## src/rtl/nes_cpu_bus_master.sv

```systemverilog
// ---------------------------------------------------------------------------
// nes_cpu_bus_master
//
// Console-side initiator for the cartridge CPU bus. Generates a free-running
// M2 clock and, once per M2 period, one 2A03-style bus cycle. The cycle is
// either idle or carries a request taken over a valid/ready handshake.
// Mappers count M2 edges, so M2 runs continuously and idle cycles are
// emitted whenever no request is pending.
//
// Ports:
//   clk, rst_n     system clock, asynchronous active-low reset
//   req_valid      request pending
//   req_ready      high on the last M2-high tick; handshake latches req_*
//   req_rw         1 = read, 0 = write
//   req_addr       16-bit CPU address (A15 selects /ROMSEL)
//   req_wdata      write data
//   resp_valid     one-tick pulse at the M2 fall ending a non-idle cycle
//   resp_rdata     bus value sampled on the last M2-high tick
//   m2             M2 clock
//   romsel         /ROMSEL, active low
//   cpu_rw         R/W
//   cpu_addr       A14..A0
//   cpu_data_out   data driven onto the bus during writes
//   cpu_data_oe    drive enable for cpu_data_out
//   cpu_data_in    bus data as seen by the console
//   cycle_count    completed M2 cycles (falling edges), wraps
// ---------------------------------------------------------------------------
module nes_cpu_bus_master #(
  parameter int M2_LOW_TICKS  = 5,
  parameter int M2_HIGH_TICKS = 7,
  parameter int ROMSEL_DELAY  = 1,
  parameter int WDATA_DELAY   = 1
) (
  input  logic        clk,
  input  logic        rst_n,
  input  logic        req_valid,
  output logic        req_ready,
  input  logic        req_rw,
  input  logic [15:0] req_addr,
  input  logic [7:0]  req_wdata,
  output logic        resp_valid,
  output logic [7:0]  resp_rdata,
  output logic        m2,
  output logic        romsel,
  output logic        cpu_rw,
  output logic [14:0] cpu_addr,
  output logic [7:0]  cpu_data_out,
  output logic        cpu_data_oe,
  input  logic [7:0]  cpu_data_in,
  output logic [31:0] cycle_count
);

  localparam int CNT_MAX = (M2_LOW_TICKS > M2_HIGH_TICKS) ? M2_LOW_TICKS : M2_HIGH_TICKS;
  localparam int CNT_W   = (CNT_MAX > 1) ? $clog2(CNT_MAX) : 1;

  localparam logic [CNT_W-1:0] LOW_LAST    = CNT_W'(M2_LOW_TICKS - 1);
  localparam logic [CNT_W-1:0] HIGH_LAST   = CNT_W'(M2_HIGH_TICKS - 1);
  localparam logic [CNT_W-1:0] ROMSEL_TICK = CNT_W'(ROMSEL_DELAY);
  localparam logic [CNT_W-1:0] WDATA_TICK  = CNT_W'(WDATA_DELAY);

  typedef enum logic {
    PH_LOW  = 1'b0,
    PH_HIGH = 1'b1
  } phase_e;

  // Phase machine
  phase_e           phase_q, phase_d;
  logic [CNT_W-1:0] cnt_q, cnt_d;

  // Bus cycle currently on the pins (loaded at M2 fall)
  logic             act_q, act_d;     // non-idle cycle
  logic             a15_q, a15_d;     // A15, not a pin: it only gates /ROMSEL
  logic [7:0]       wdata_q, wdata_d;

  // Registered outputs
  logic             m2_q, m2_d;
  logic             romsel_q, romsel_d;
  logic             cpu_rw_q, cpu_rw_d;
  logic [14:0]      cpu_addr_q, cpu_addr_d;
  logic [7:0]       cpu_data_out_q, cpu_data_out_d;
  logic             cpu_data_oe_q, cpu_data_oe_d;
  logic             req_ready_q, req_ready_d;
  logic             resp_valid_q, resp_valid_d;
  logic [7:0]       resp_rdata_q, resp_rdata_d;
  logic [31:0]      cycle_count_q, cycle_count_d;

  logic last_low, last_high, handshake, write_cyc;

  assign last_low  = (phase_q == PH_LOW)  && (cnt_q == LOW_LAST);
  assign last_high = (phase_q == PH_HIGH) && (cnt_q == HIGH_LAST);
  assign handshake = last_high && req_valid && req_ready_q;
  assign write_cyc = act_q && !cpu_rw_q;

  // Every _d describes the tick that starts at the next clock edge, so the
  // registered outputs line up exactly with the phase/counter position.
  always_comb begin
    // NOTE: every signal gets a default first so no path leaves it unassigned
    // (which would infer a latch).
    phase_d        = phase_q;
    cnt_d          = cnt_q + CNT_W'(1);
    act_d          = act_q;
    a15_d          = a15_q;
    wdata_d        = wdata_q;
    romsel_d       = romsel_q;
    cpu_rw_d       = cpu_rw_q;
    cpu_addr_d     = cpu_addr_q;
    cpu_data_out_d = cpu_data_out_q;
    cpu_data_oe_d  = cpu_data_oe_q;
    resp_valid_d   = 1'b0;
    resp_rdata_d   = resp_rdata_q;
    cycle_count_d  = cycle_count_q;

    if (last_low) begin
      phase_d = PH_HIGH;
      cnt_d   = '0;
    end else if (last_high) begin
      phase_d = PH_LOW;
      cnt_d   = '0;
    end

    m2_d        = (phase_d == PH_HIGH);
    req_ready_d = (phase_d == PH_HIGH) && (cnt_d == HIGH_LAST);

    if (last_high) begin
      // M2 fall: close out the finishing cycle and open the next one.
      resp_valid_d  = act_q;
      if (act_q) begin
        resp_rdata_d = cpu_data_in;
      end
      cycle_count_d = cycle_count_q + 32'd1;

      act_d      = handshake;
      a15_d      = handshake && req_addr[15];
      cpu_rw_d   = handshake ? req_rw : 1'b1;
      cpu_addr_d = handshake ? req_addr[14:0] : 15'h0000;
      if (handshake) begin
        wdata_d = req_wdata;
      end
      romsel_d = 1'b1;
      // Write data deliberately stays on the bus through LOW tick 0 (hold).
    end else if (phase_d == PH_HIGH) begin
      romsel_d      = !(act_q && a15_q && (cnt_d >= ROMSEL_TICK));
      cpu_data_oe_d = write_cyc && (cnt_d >= WDATA_TICK);
      if (write_cyc && (cnt_d == WDATA_TICK)) begin
        cpu_data_out_d = wdata_q;
      end
    end else begin
      // LOW ticks after the fall: bus released, /ROMSEL idle.
      romsel_d      = 1'b1;
      cpu_data_oe_d = 1'b0;
    end
  end

  // NOTE: sequential state uses non-blocking assignments so every flop samples
  // the pre-edge values regardless of statement order.
  always_ff @(posedge clk or negedge rst_n) begin
    if (!rst_n) begin
      phase_q        <= PH_LOW;
      cnt_q          <= '0;
      act_q          <= 1'b0;
      a15_q          <= 1'b0;
      wdata_q        <= 8'h00;
      m2_q           <= 1'b0;
      romsel_q       <= 1'b1;
      cpu_rw_q       <= 1'b1;
      cpu_addr_q     <= 15'h0000;
      cpu_data_out_q <= 8'h00;
      cpu_data_oe_q  <= 1'b0;
      req_ready_q    <= 1'b0;
      resp_valid_q   <= 1'b0;
      resp_rdata_q   <= 8'h00;
      cycle_count_q  <= 32'h0000_0000;
    end else begin
      phase_q        <= phase_d;
      cnt_q          <= cnt_d;
      act_q          <= act_d;
      a15_q          <= a15_d;
      wdata_q        <= wdata_d;
      m2_q           <= m2_d;
      romsel_q       <= romsel_d;
      cpu_rw_q       <= cpu_rw_d;
      cpu_addr_q     <= cpu_addr_d;
      cpu_data_out_q <= cpu_data_out_d;
      cpu_data_oe_q  <= cpu_data_oe_d;
      req_ready_q    <= req_ready_d;
      resp_valid_q   <= resp_valid_d;
      resp_rdata_q   <= resp_rdata_d;
      cycle_count_q  <= cycle_count_d;
    end
  end

  assign m2           = m2_q;
  assign romsel       = romsel_q;
  assign cpu_rw       = cpu_rw_q;
  assign cpu_addr     = cpu_addr_q;
  assign cpu_data_out = cpu_data_out_q;
  assign cpu_data_oe  = cpu_data_oe_q;
  assign req_ready    = req_ready_q;
  assign resp_valid   = resp_valid_q;
  assign resp_rdata   = resp_rdata_q;
  assign cycle_count  = cycle_count_q;

endmodule

```

## config.mk

```make
export PLATFORM = sky130hd
export DESIGN_NAME = nes_cpu_bus_master
export DESIGN_NICKNAME = d
export VERILOG_FILES = /design/src/rtl/nes_cpu_bus_master.sv
export SDC_FILE = /design/constraint.sdc
export NUM_CORES = 1
export LEC_CHECK = 0
export ABC_AREA = 1
export BUFFER_PORTS_ARGS = -buffer_cell sky130_fd_sc_hd__buf_4
export CORE_MARGIN = 1
export CORE_UTILIZATION = 56
export DETAILED_ROUTE_END_ITERATION = 10
export GPL_TIMING_DRIVEN = 1
export PLACE_DENSITY = 0.81
export SYNTH_ARGS = -nofsm -noshare
export SYNTH_HDL_FRONTEND = slang
export SYNTH_SLANG_ARGS = --single-unit
```

## constraint.sdc

```tcl
create_clock -name clk -period 4.4 [get_ports clk]
set_input_delay 0.22 -clock clk [delete_from_list [all_inputs] [get_ports clk]]
set_output_delay 0.22 -clock clk [all_outputs]
set_load 0.02 [all_outputs]
```

* After elaboration in Yosys (flattened, before gate mapping) *
Index checks and enable logic that the tools add are counted.

storage, ports and cells
  register bits after elaboration = 82
  input bits = 36
  output and inout port bits = 69
  word-level logic and storage cells = 49

cells by class
  add/subtract/negate cells = 2
  magnitude comparators = 1
  eq/ne operators = 4
  multiplexer cells = 10
  bitwise operators = 2
  reduce and logical (&&, ||, !) cells = 16

operator list
  operator                                                                              count
  32-bit by 1-bit adder with 32-bit output (second input constant)                      1
  15-bit 2-to-1 mux                                                                     1
  1-bit logical AND                                                                     11
  3-bit equality test (second input constant)                                           3
  1-bit 2-to-1 mux                                                                      7
  3-bit 2-to-1 mux                                                                      2
  2-bit AND reduction                                                                   2
  3-bit by 1-bit adder with 3-bit output (second input constant)                        1
  3-bit by 1-bit equality test with 1-bit output (second input constant)                1
  3-bit by 1-bit greater-or-equal comparator with 1-bit output (second input constant)  1
  3-bit AND reduction                                                                   1
  1-bit logical NOT                                                                     2
  1-bit inverter                                                                        2

* Longest topological paths before layout *
Gate-level depths: netlist (run 1).

  word-level depth = 9
  mapped depth = 10
  mapped depth without buffers = 10

* Worst setup path before layout (run 1) *
Ideal clock, no wire load.

  kind = register to register
  from = register cnt_q[0]
  to = register wdata_q[5]
  library setup time = 125 ps
  arrival = 1516 ps
  data required time = 4275 ps
  slack = 2759 ps
  stages on the path, launching flop included = 8
  buffers on the path = 1
  clock period less this slack = 1641 ps
  cells stage by stage = dfrtp_1 > inv_1 > ha_1 > nand2_1 > nor2_4 > nand3_4 > buf_2 > mux2_4

between the ends
  longest elaborated chain between the ends = 5

RTL lines
  element                          line  text
  start, declared                  68    logic [CNT_W-1:0] cnt_q, cnt_d;
  start signal, assigned           175   cnt_q <= cnt_d;
  3-bit equality test *            90    assign last_high = (phase_q == PH_HIGH) && (cnt_q == HIGH_LAST);
  1-bit logical AND *              90
  1-bit logical AND (2 in series)  91    assign handshake = last_high && req_valid && req_ready_q;
  2-bit AND reduction (no line) *  -
  end signal, assigned             178   wdata_q <= wdata_d;
  end, declared                    73    logic [7:0] wdata_q, wdata_d;

Every way passes the cells marked *; elsewhere a longest branch is shown, timed or not.
A chain may end at the register's enable or synchronous reset.

* Final worst setup path (run 1) *
  from = register cnt_q[0]
  to = register cpu_data_out_q[1] (netlist: cpu_data_out[1])

between the ends
  longest elaborated chain between the ends = 7
  elaborated cells between the ends (all ways) = 13
  classes of those cells = add/sub (1); eq/ne (3); mux (4); bitwise (1); reduce/logical (4)

RTL lines
  element                                                                         line  text
  branches (longest 3 deep; another with 3-bit by 1-bit adder with 3-bit output)  -
  3-bit 2-to-1 mux *                                                              113   if (last_low) begin
  named net cnt_d[1]                                                              68
  3-bit by 1-bit equality test with 1-bit output *                                144   if (write_cyc && (cnt_d == WDATA_TICK)) begin
  1-bit logical AND *                                                             144
  3-bit AND reduction (no line) *                                                 -
  end signal, assigned                                                            183   cpu_data_out_q <= cpu_data_out_d;
  end, declared                                                                   80    logic [7:0] cpu_data_out_q, cpu_data_out_d;

Mark *: on every way through the listed nets, which the timed path passes.

==> flow_metrics.env, run 1 <==
export IMPL_outcome="completed"
export IMPL_yosysTopAreaCell="dfrtp_1"
export IMPL_wl_per_cell_um=12.9
export IMPL_track_usage=0.239
export IMPL_crit_top_cell="nand2_1"
export IMPL_dp_final_hpwl_um=5830
export IMPL_synth_avg_cell_area_um2=8.80
export IMPL_async_reset_ff_frac=1.00
export IMPL_die_width_um=83.5
export IMPL_cts_sinks=82
export IMPL_die_height_um=83.5
export IMPL_synth_simple_area_share=0.262
export IMPL_setup_tns_ns=0
export IMPL_hold_path_class="in2async"
export IMPL_grt_max_degree=83
export IMPL_cts_buffers=9
export IMPL_synthTopCellsByCount="135 x nand2_1, 80 x dfrtp_1, 61 x inv_1"
export IMPL_r2r_start="cnt_q[0]"
export IMPL_synth_area_mux_share=0.0262
export IMPL_drive_above_1_share=0.265
export IMPL_postCtsSetupBuffers=0
export IMPL_slew_headroom=0.333
export IMPL_grt_setup_unrepaired="no"
export IMPL_synth_top_family_by_area="simple AND/OR/NAND/NOR gates"
export IMPL_overflow=0
export IMPL_fill_cells=477
export IMPL_synth_most_common_cell="nand2_1"
export IMPL_clk_latency_ns=0.35
export IMPL_core_area_um2=6390
export IMPL_synth_compound_area_frac=0.0256
export IMPL_path_clk_slew_ns=0.08
export IMPL_start_util=0.583
export IMPL_crit_path_end_kind="register"
export IMPL_synth_cell_types=24
export IMPL_max_cap_viol_count=0
export IMPL_p_total_mw=1.52
export IMPL_fin_nets=575
export IMPL_drtPass1Iterations=4
export IMPL_post_cts_resized=0
export IMPL_root_buffer="clkbuf_8"
export IMPL_num_rows=29
export IMPL_synth_seq_cells=82
export IMPL_final_hold_violation_count=0
export IMPL_holdWs_ns=0.0229
export IMPL_post_route_drc_count=0
export IMPL_synth_xor_area_frac=0.0518
export IMPL_wirelength_um=7920
export IMPL_clock_skew_ns=0.0125
export IMPL_finalCritPeriodShare=0.512
export IMPL_finalCriticalPeriod_ns=2.25
export IMPL_grt_pass1_wl_um=13300
export IMPL_yosysWarnings=0
export IMPL_diodes=0
export IMPL_slowest_delay_ns=0.42
export IMPL_drtAntennaViolNets=0
export IMPL_cp_max_fo=25
export IMPL_synth_top_cells_by_area="dfrtp_1 54%, nand2_1 14%, inv_1 6.2%"
export IMPL_synth_top_area_share=0.538
export IMPL_startpoint_type="register"
export IMPL_total_leakage_power_nw=2.61
export IMPL_yosys_area_share_adder=0.0168
export IMPL_reg2reg_to="cpu_data_out[1]"
export IMPL_die_area_um2=6970
export IMPL_synth_nets=464
export IMPL_via_count=3090
export IMPL_path_buf_inv=1
export IMPL_worstPathRequired_ns=4.64
export IMPL_crit_type="reg2reg"
export IMPL_ys_flop_type="dfrtp_1"
export IMPL_cp_top_family="simple AND/OR/NAND/NOR gates"
export IMPL_irDropWorstVdd_mv=0.274
export IMPL_grt_pass1_vias=2953
export IMPL_r2r_cells=9
export IMPL_avgViaCountPerCell=5.02
export IMPL_worstMarginPinSlew_ns=1.00
export IMPL_ys_seq_area_frac=0.552
export IMPL_path_cells="inv_1 > ha_1 > nand3_2 > nand2_1 > nor2_1 > nor2_4 > nand2_2 > nand2_1 > nand2_1"
export IMPL_gp_congestion=0.849
export IMPL_crit_slowest_cell="dfrtp_1"
export IMPL_syn_inst=423
export IMPL_pwr_density_cell_nw_per_um2=317
export IMPL_syn_area_um2=3720
export IMPL_synth_edf_count=0
export IMPL_ctsHtreeMaxLevel=3
export IMPL_clock_path_buffers=2
export IMPL_io_pins=105
export IMPL_cts_tree="done"
export IMPL_drtIter0Drc=131
export IMPL_max_freq_ghz=0.444
export IMPL_arrival_ns=2.49
export IMPL_setup_violations=0
export IMPL_rrSetupSlack_ns=2.15
export IMPL_portBuffers=104
export IMPL_areaGrowthSynthToFinish_pct=29.3
export IMPL_slew_viol_final=0
export IMPL_hold_buffers=0
export IMPL_antenna_found_initial=0
cell usage in the layout (no fill, tap or decap):
cell | netlist | layout
a21oi_1 | 1 | 1
buf_4 | 0 | 104
bufinv_16 | 0 | 2
clkbuf_8 | 0 | 10
clkinv_2 | 0 | 1
clkinv_4 | 0 | 2
clkinvlp_4 | 0 | 1
dfrtp_1 | 80 | 80
dfstp_2 | 2 | 2
ha_1 | 5 | 5
inv_1 | 61 | 61
mux2_2 | 6 | 6
mux2_4 | 2 | 2
nand2_1 | 135 | 135
nand2_2 | 2 | 2
nand3_1 | 28 | 28
nand3_2 | 1 | 1
nand3_4 | 1 | 1
nand3b_1 | 2 | 2
nand4_1 | 10 | 10
nor2_1 | 30 | 30
nor2_2 | 5 | 5
nor2_4 | 4 | 4
nor3_1 | 4 | 4
o21ai_0 | 17 | 17
o21ai_1 | 1 | 1
xnor2_1 | 10 | 10
xor2_1 | 12 | 12
layer usage:
metal | global-route usage | part of all wire
met5 | 0 | 0
met4 | 0.0971 | 0.020
met3 | 0.0504 | 0.052
met2 | 0.393 | 0.49
met1 | 0.310 | 0.44
registers in the layout, summed over array words and instances, names as in the netlist:
name,count
m2,1
resp_rdata,8
act_q,1
cpu_data_oe,1
cnt_q,3
wdata_q,8
a15_q,1
resp_valid,1
cpu_data_out,8
req_ready,1
romsel,1
cpu_rw,1
cycle_count,32
cpu_addr,15
area by class of cell:
| cell class | instances | area (µm²) | area share |
|---|---|---|---|
| Inverter | 61 | 229 | 0.0476 |
| Clock buffer | 10 | 138 | 0.0286 |
| Clock inverter | 6 | 90.1 | 0.0187 |
| Sequential cell | 82 | 2050 | 0.427 |
| Timing Repair Buffer | 104 | 781 | 0.162 |
| Multi-Input combinational cell | 276 | 1420 | 0.296 |
| Tap cell | 77 | 96.3 | 0.0200 |
power breakdown:
part | leakage [nW] | switching, mW | internal, mW | total, mW
sequential | 1.07 | 0.0160 | 0.780 | 0.796
combinational | 1.42 | 0.0610 | 0.0560 | 0.117
clock | 0.112 | 0.276 | 0.336 | 0.612
total | 2.61 | 0.353 | 1.17 | 1.52
stage by stage:
step                area, µm²  instances   util  setup WS, ns
floorplan                3720        423      -          2.76
global placement         4580        600  0.717          2.29
detailed placement       4580        600  0.717          2.15
CTS                      4810        616  0.753          2.14
global route             4810        616  0.753          1.93
finish                   4810        616  0.753          2.15
cell families (layout without fill, tap and decap cells):
family	count (synthesis)	count (layout)
buffers and inverters	65	181
muxes	8	8
DFF	82	82
and+or+nand+nor	222	222
AOI/OAI and AO/OA	19	19
adders and majority gates	5	5
xor gates and xnor gates	22	22
how the worst max path moves through the flow:
stage               slack [ns]               to     start  cells past startpoint
finish                    2.15  cpu_data_out[1]  cnt_q[0]                      9
global placement          2.29  cpu_data_out[7]  cnt_q[0]                      9
global route              1.93  cpu_data_out[6]  cnt_q[0]                      9
floorplan                 2.76       wdata_q[5]  cnt_q[0]                      7
CTS                       2.14  cpu_data_out[6]  cnt_q[0]                      9
detailed placement        2.15  cpu_data_out[1]  cnt_q[0]                      9
No activity file was read; power rests on OpenSTA's default activity.
==> inputs of run 2 (changes only) <==
ABC_AREA = 0   (was 1)
CORE_UTILIZATION = 46   (was 56)
PLACE_DENSITY = 0.72   (was 0.81)
clock period = 1.9 ns   (was 4.4 ns; I/O delays follow)
==> flow_metrics.env, run 2 <==
export IMPL_outcome="completed"
export IMPL_synthTopCellsByCount="80 x dfrtp_1, 28 x xnor2_1, 23 x mux2_2"
export IMPL_post_route_drc_count=0
export IMPL_grt_max_degree=47
export IMPL_fin_cells=509
export IMPL_gp_congestion=0.778
export IMPL_p_total_mw=3.52
export IMPL_die_width_um=88.6
export IMPL_synth_top_cells_by_area="dfrtp_1 58%, mux2_2 7.5%, xnor2_1 7.1%"
export IMPL_clock_skew_ns=0.0105
export IMPL_ys_flop_type="dfrtp_1"
export IMPL_worstMarginPinSlew_ns=0.576
export IMPL_worstPathRequired_ns=2.13
export IMPL_hold_path_class="in2reg"
export IMPL_path_buf_inv=1
export IMPL_clock_path_buffers=2
export IMPL_holdWs_ns=0.283
export IMPL_clk_latency_ns=0.35
export IMPL_portBuffers=104
export IMPL_wirelength_um=7540
export IMPL_drtAntennaViolNets=0
export IMPL_syn_inst=252
export IMPL_cts_tree="done"
export IMPL_path_cells="ha_4 > buf_6 > and3_4 > nor4_4 > o21ai_4 > mux2_4"
export IMPL_final_hold_violation_count=0
export IMPL_fin_area_um2=5000
export IMPL_start_util=0.476
export IMPL_postLayoutSetupSlackWorst_ns=0.00754
export IMPL_dpl_cell_area_um2=4380
export IMPL_drtPass1Iterations=6
export IMPL_yosysTopAreaCell="dfrtp_1"
export IMPL_cp_max_fo=8
export IMPL_dp_final_hpwl_um=5180
export IMPL_ys_seq_area_frac=0.595
export IMPL_crit_type="reg2reg"
export IMPL_core_area_um2=7250
export IMPL_root_buffer="clkbuf_8"
export IMPL_seq_area_um2=2060
export IMPL_setup_tns_ns=0
export IMPL_cp_top_family="simple AND/OR/NAND/NOR gates"
export IMPL_fin_util=0.690
export IMPL_wl_per_cell_um=14.8
export IMPL_place_ws_ns=-0.00764
export IMPL_cts_buffers=9
export IMPL_final_common_cell="buf_4"
export IMPL_final_cell_mix="114 x buf_4, 79 x dfrtp_1, 34 x dlygate4sd3_1, 28 x xnor2_1, 21 x mux2_2"
export IMPL_fill_cells=538
export IMPL_slew_viol_final=0
export IMPL_startpoint_type="register"
export IMPL_via_count=2522
export IMPL_grt_setup_unrepaired="yes"
export IMPL_largest_reg_flops=32
export IMPL_yosysWarnings=0
export IMPL_drtIter0Drc=50
export IMPL_antenna_found_initial=0
export IMPL_track_usage=0.204
export IMPL_synth_nets=293
export IMPL_pwr_density_cell_nw_per_um2=703
export IMPL_synth_seq_cells=82
export IMPL_areaGrowthSynthToFinish_pct=44.9
export IMPL_crit_slowest_cell="dfrtp_1"
export IMPL_max_cap_viol_count=0
export IMPL_arrival_ns=2.12
export IMPL_syn_area_um2=3450
export IMPL_path_clk_slew_ns=0.08
export IMPL_synth_avg_cell_area_um2=13.7
export IMPL_drive_above_1_share=0.427
export IMPL_io_pins=105
export IMPL_cts_sinks=82
export IMPL_die_height_um=88.6
export IMPL_crit_path_end_kind="register"
export IMPL_synth_edf_count=0
export IMPL_max_freq_ghz=0.528
export IMPL_synth_most_common_cell="dfrtp_1"
export IMPL_setup_violations=0
export IMPL_diodes=0
export IMPL_grt_pass1_wl_um=12100
export IMPL_synth_top_area_share=0.580
export IMPL_avgViaCountPerCell=4.95
export IMPL_finalCriticalPeriod_ns=1.89
export IMPL_irDropWorstVdd_mv=0.448
export IMPL_ctsHtreeMaxLevel=3
export IMPL_async_reset_ff_frac=1.00
export IMPL_fin_nets=447
export IMPL_multi_input_area_um2=1340
export IMPL_place_inst=457
export IMPL_die_area_um2=7860
export IMPL_slowest_delay_ns=0.43
export IMPL_overflow=0
export IMPL_num_rows=31
export IMPL_total_leakage_power_nw=2.47
export IMPL_slew_headroom=0.616
export IMPL_grt_pass1_vias=2607
export IMPL_synth_cell_types=35
export IMPL_finalCritPeriodShare=0.996
run 2: worst paths after layout:
kind	startpoint	depth (start not counted)	end	slack (ns)
worst max-delay path	cnt_q[1]	6	cpu_data_out[7]	0.008
worst min-delay path	req_valid	3	wdata_q[6]	0.28
worst max register to register	cnt_q[1]	6	cpu_data_out[7]	0.008
worst min register to register	a15_q	1	romsel	0.40
max in group asynchronous	rst_n	3	cpu_addr[8]	1.03
min in group asynchronous	rst_n	2	cycle_count[9]	0.29
run 2: kinds of logic after synthesis:
group,count (synthesis),synth area share
adders and majority gates,5,0.0181
AOI/OAI and AO/OA,23,0.0576
DFF,82,0.595
buffers and inverters,14,0.0264
muxes,25,0.0837
xor gates and xnor gates,31,0.0786
and+or+nand+nor,72,0.141
run 2: layout make-up:
cell class | count | share of cell area
Multi-Input combinational cell | 156 | 0.268
Inverter | 5 | 0.00375
Sequential cell | 82 | 0.411
Clock inverter | 6 | 0.0165
Timing Repair Buffer | 152 | 0.252
Tap cell | 99 | 0.0248
Clock buffer | 9 | 0.0248
run 2: routing by layer:
layer | global-route usage | up-vias | wire (µm)
met1 | 0.254 | 1221 | 3270
li1 | - | 1208 | -
met2 | 0.338 | 78 | 3700
met4 | 0.0821 | 0 | 138
met3 | 0.0541 | 15 | 430
met5 | 0 | - | 0
run 2: where the power goes:
group / leakage (nW) / internal (mW) / total [mW] / switching [mW]
Combinational: 1.30 / 0.197 / 0.343 / 0.146
Sequential: 1.07 / 1.81 / 1.84 / 0.0360
Clock: 0.105 / 0.726 / 1.33 / 0.606
run 2: what timing repair did:
action                     CTS  global route
setup buffers                0             3
pin swaps                    1             2
hold endpoints to repair    76             0
setup endpoints to repair    8            29
hold buffers                34             0
resized for setup            0            10
run 2: worst reg2reg max path, stage by stage, from the launching register on:
cell and delay, ns:
dfrtp_1 0.43, ha_4 0.19, buf_6 0.12, and3_4 0.20, nor4_4 0.35, o21ai_4 0.17
mux2_4 0.33
==> inputs of run 3 (changes only) <==
PLACE_DENSITY = 0.83   (was 0.72)
==> flow_metrics.env, run 3 (same netlist as run 2, synthesis figures left out) <==
export IMPL_outcome="completed"
export IMPL_worstPathRequired_ns=2.12
export IMPL_worstMarginPinSlew_ns=0.505
export IMPL_final_common_cell="buf_4"
export IMPL_slew_headroom=0.661
export IMPL_drtAntennaViolNets=0
export IMPL_fill_cells=507
export IMPL_crit_type="reg2reg"
export IMPL_clock_skew_ns=0.0116
export IMPL_track_usage=0.216
export IMPL_via_count=2599
export IMPL_multi_input_area_um2=1330
export IMPL_areaGrowthSynthToFinish_pct=42.9
export IMPL_wirelength_um=7960
export IMPL_dpl_cell_area_um2=4370
export IMPL_startpoint_type="register"
export IMPL_slew_viol_final=0
export IMPL_cts_tree="done"
export IMPL_dp_final_hpwl_um=5210
export IMPL_drtIter0Drc=132
export IMPL_cp_max_fo=8
export IMPL_finalCritPeriodShare=0.995
export IMPL_max_freq_ghz=0.529
export IMPL_overflow=0
export IMPL_final_hold_violation_count=0
export IMPL_grt_pass1_vias=2617
export IMPL_hold_path_class="in2async"
export IMPL_io_pins=105
export IMPL_die_width_um=88.6
export IMPL_irDropWorstVdd_mv=0.521
export IMPL_total_leakage_power_nw=2.43
export IMPL_start_util=0.476
export IMPL_antenna_found_initial=0
export IMPL_cts_buffers=9
export IMPL_fin_nets=444
export IMPL_arrival_ns=2.11
export IMPL_grt_pass1_wl_um=12800
export IMPL_grt_setup_unrepaired="yes"
export IMPL_num_rows=31
export IMPL_pwr_density_cell_nw_per_um2=675
export IMPL_finalCriticalPeriod_ns=1.89
export IMPL_setup_tns_ns=0
export IMPL_final_cell_mix="111 x buf_4, 78 x dfrtp_1, 34 x dlygate4sd3_1, 28 x xnor2_1, 21 x mux2_2"
export IMPL_die_height_um=88.6
export IMPL_diodes=0
export IMPL_ctsHtreeMaxLevel=3
export IMPL_wl_per_cell_um=15.7
export IMPL_max_cap_viol_count=0
export IMPL_drive_above_1_share=0.426
export IMPL_clk_latency_ns=0.34
export IMPL_p_total_mw=3.33
export IMPL_post_route_drc_count=0
export IMPL_drtPass1Iterations=4
export IMPL_root_buffer="clkbuf_8"
export IMPL_crit_path_end_kind="register"
export IMPL_grt_max_degree=39
export IMPL_r2r_cells=6
export IMPL_cts_sinks=82
export IMPL_seq_area_um2=2060
export IMPL_core_area_um2=7250
export IMPL_gp_congestion=0.793
export IMPL_avgViaCountPerCell=5.13
export IMPL_fin_area_um2=4940
export IMPL_portBuffers=104
export IMPL_die_area_um2=7860
export IMPL_largest_reg_flops=32
export IMPL_clock_path_buffers=2
export IMPL_path_clk_slew_ns=0.08
export IMPL_fin_util=0.681
export IMPL_setup_violations=0
## run 3: layout make-up
cell class | count | area share
Sequential cell | 82 | 0.417
Multi-Input combinational cell | 156 | 0.269
Timing Repair Buffer | 149 | 0.249
Clock buffer | 9 | 0.0251
Tap cell | 99 | 0.0251
Clock inverter | 7 | 0.0112
Inverter | 5 | 0.00380
## run 3: per-layer routing
metal,up-vias,GRT usage,share of wire
met2,79,0.380,0.53
met3,5,0.0532,0.049
met1,1306,0.264,0.41
met4,0,0.0630,0.0063
li1,1209,-,-
met5,-,0,0
## run 3: metrics by stage
stage	setup slack, ns	instances	hold WS (ns)
6_report	0.00937	507	0.209
5_1_grt	-0.0348	507	0.243
4_1_cts	0.00641	506	0.217
3_5_place_dp	0.00186	456	0.0427
3_3_place_gp	0.0844	456	0.0362
2_1_floorplan	0.00759	252	-0.201
## run 3: worst paths after layout
| path | from | to | slack, ns |
|---|---|---|---|
| worst min register to register | a15_q | romsel | 0.41 |
| worst max register to register | cnt_q[1] | cpu_data_out[7] | 0.009 |
| min in group clk | req_valid | wdata_q[0] | 0.30 |
| worst min-delay path | rst_n | cycle_count[9] | 0.21 |
| worst max-delay path | cnt_q[1] | cpu_data_out[7] | 0.009 |
| max in group asynchronous | rst_n | romsel | 1.05 |
## run 3: worst max-delay path, cell delays in order (launching register included)
cell and delay [ns]:
dfrtp_2 0.42, inv_2 0.06, ha_2 0.17, mux2_2 0.27, and2_4 0.18, o21ai_4 0.30
mux2_2 0.38
## run 3: report_power, final
| group | internal [mW] | switching, mW |
|---|---|---|
| Sequential | 1.81 | 0.0386 |
| Clock | 0.483 | 0.652 |
| Combinational | 0.199 | 0.150 |
| Total | 2.49 | 0.841 |
## run 3: what timing repair did
item / in CTS / in global routing
pin swaps: 1 / 5
hold buffers: 34 / 0
setup buffers: 0 / 1
gates resized for setup: 0 / 11
endpoints found under the hold margin: 59 / 0
setup endpoints to repair: 8 / 48
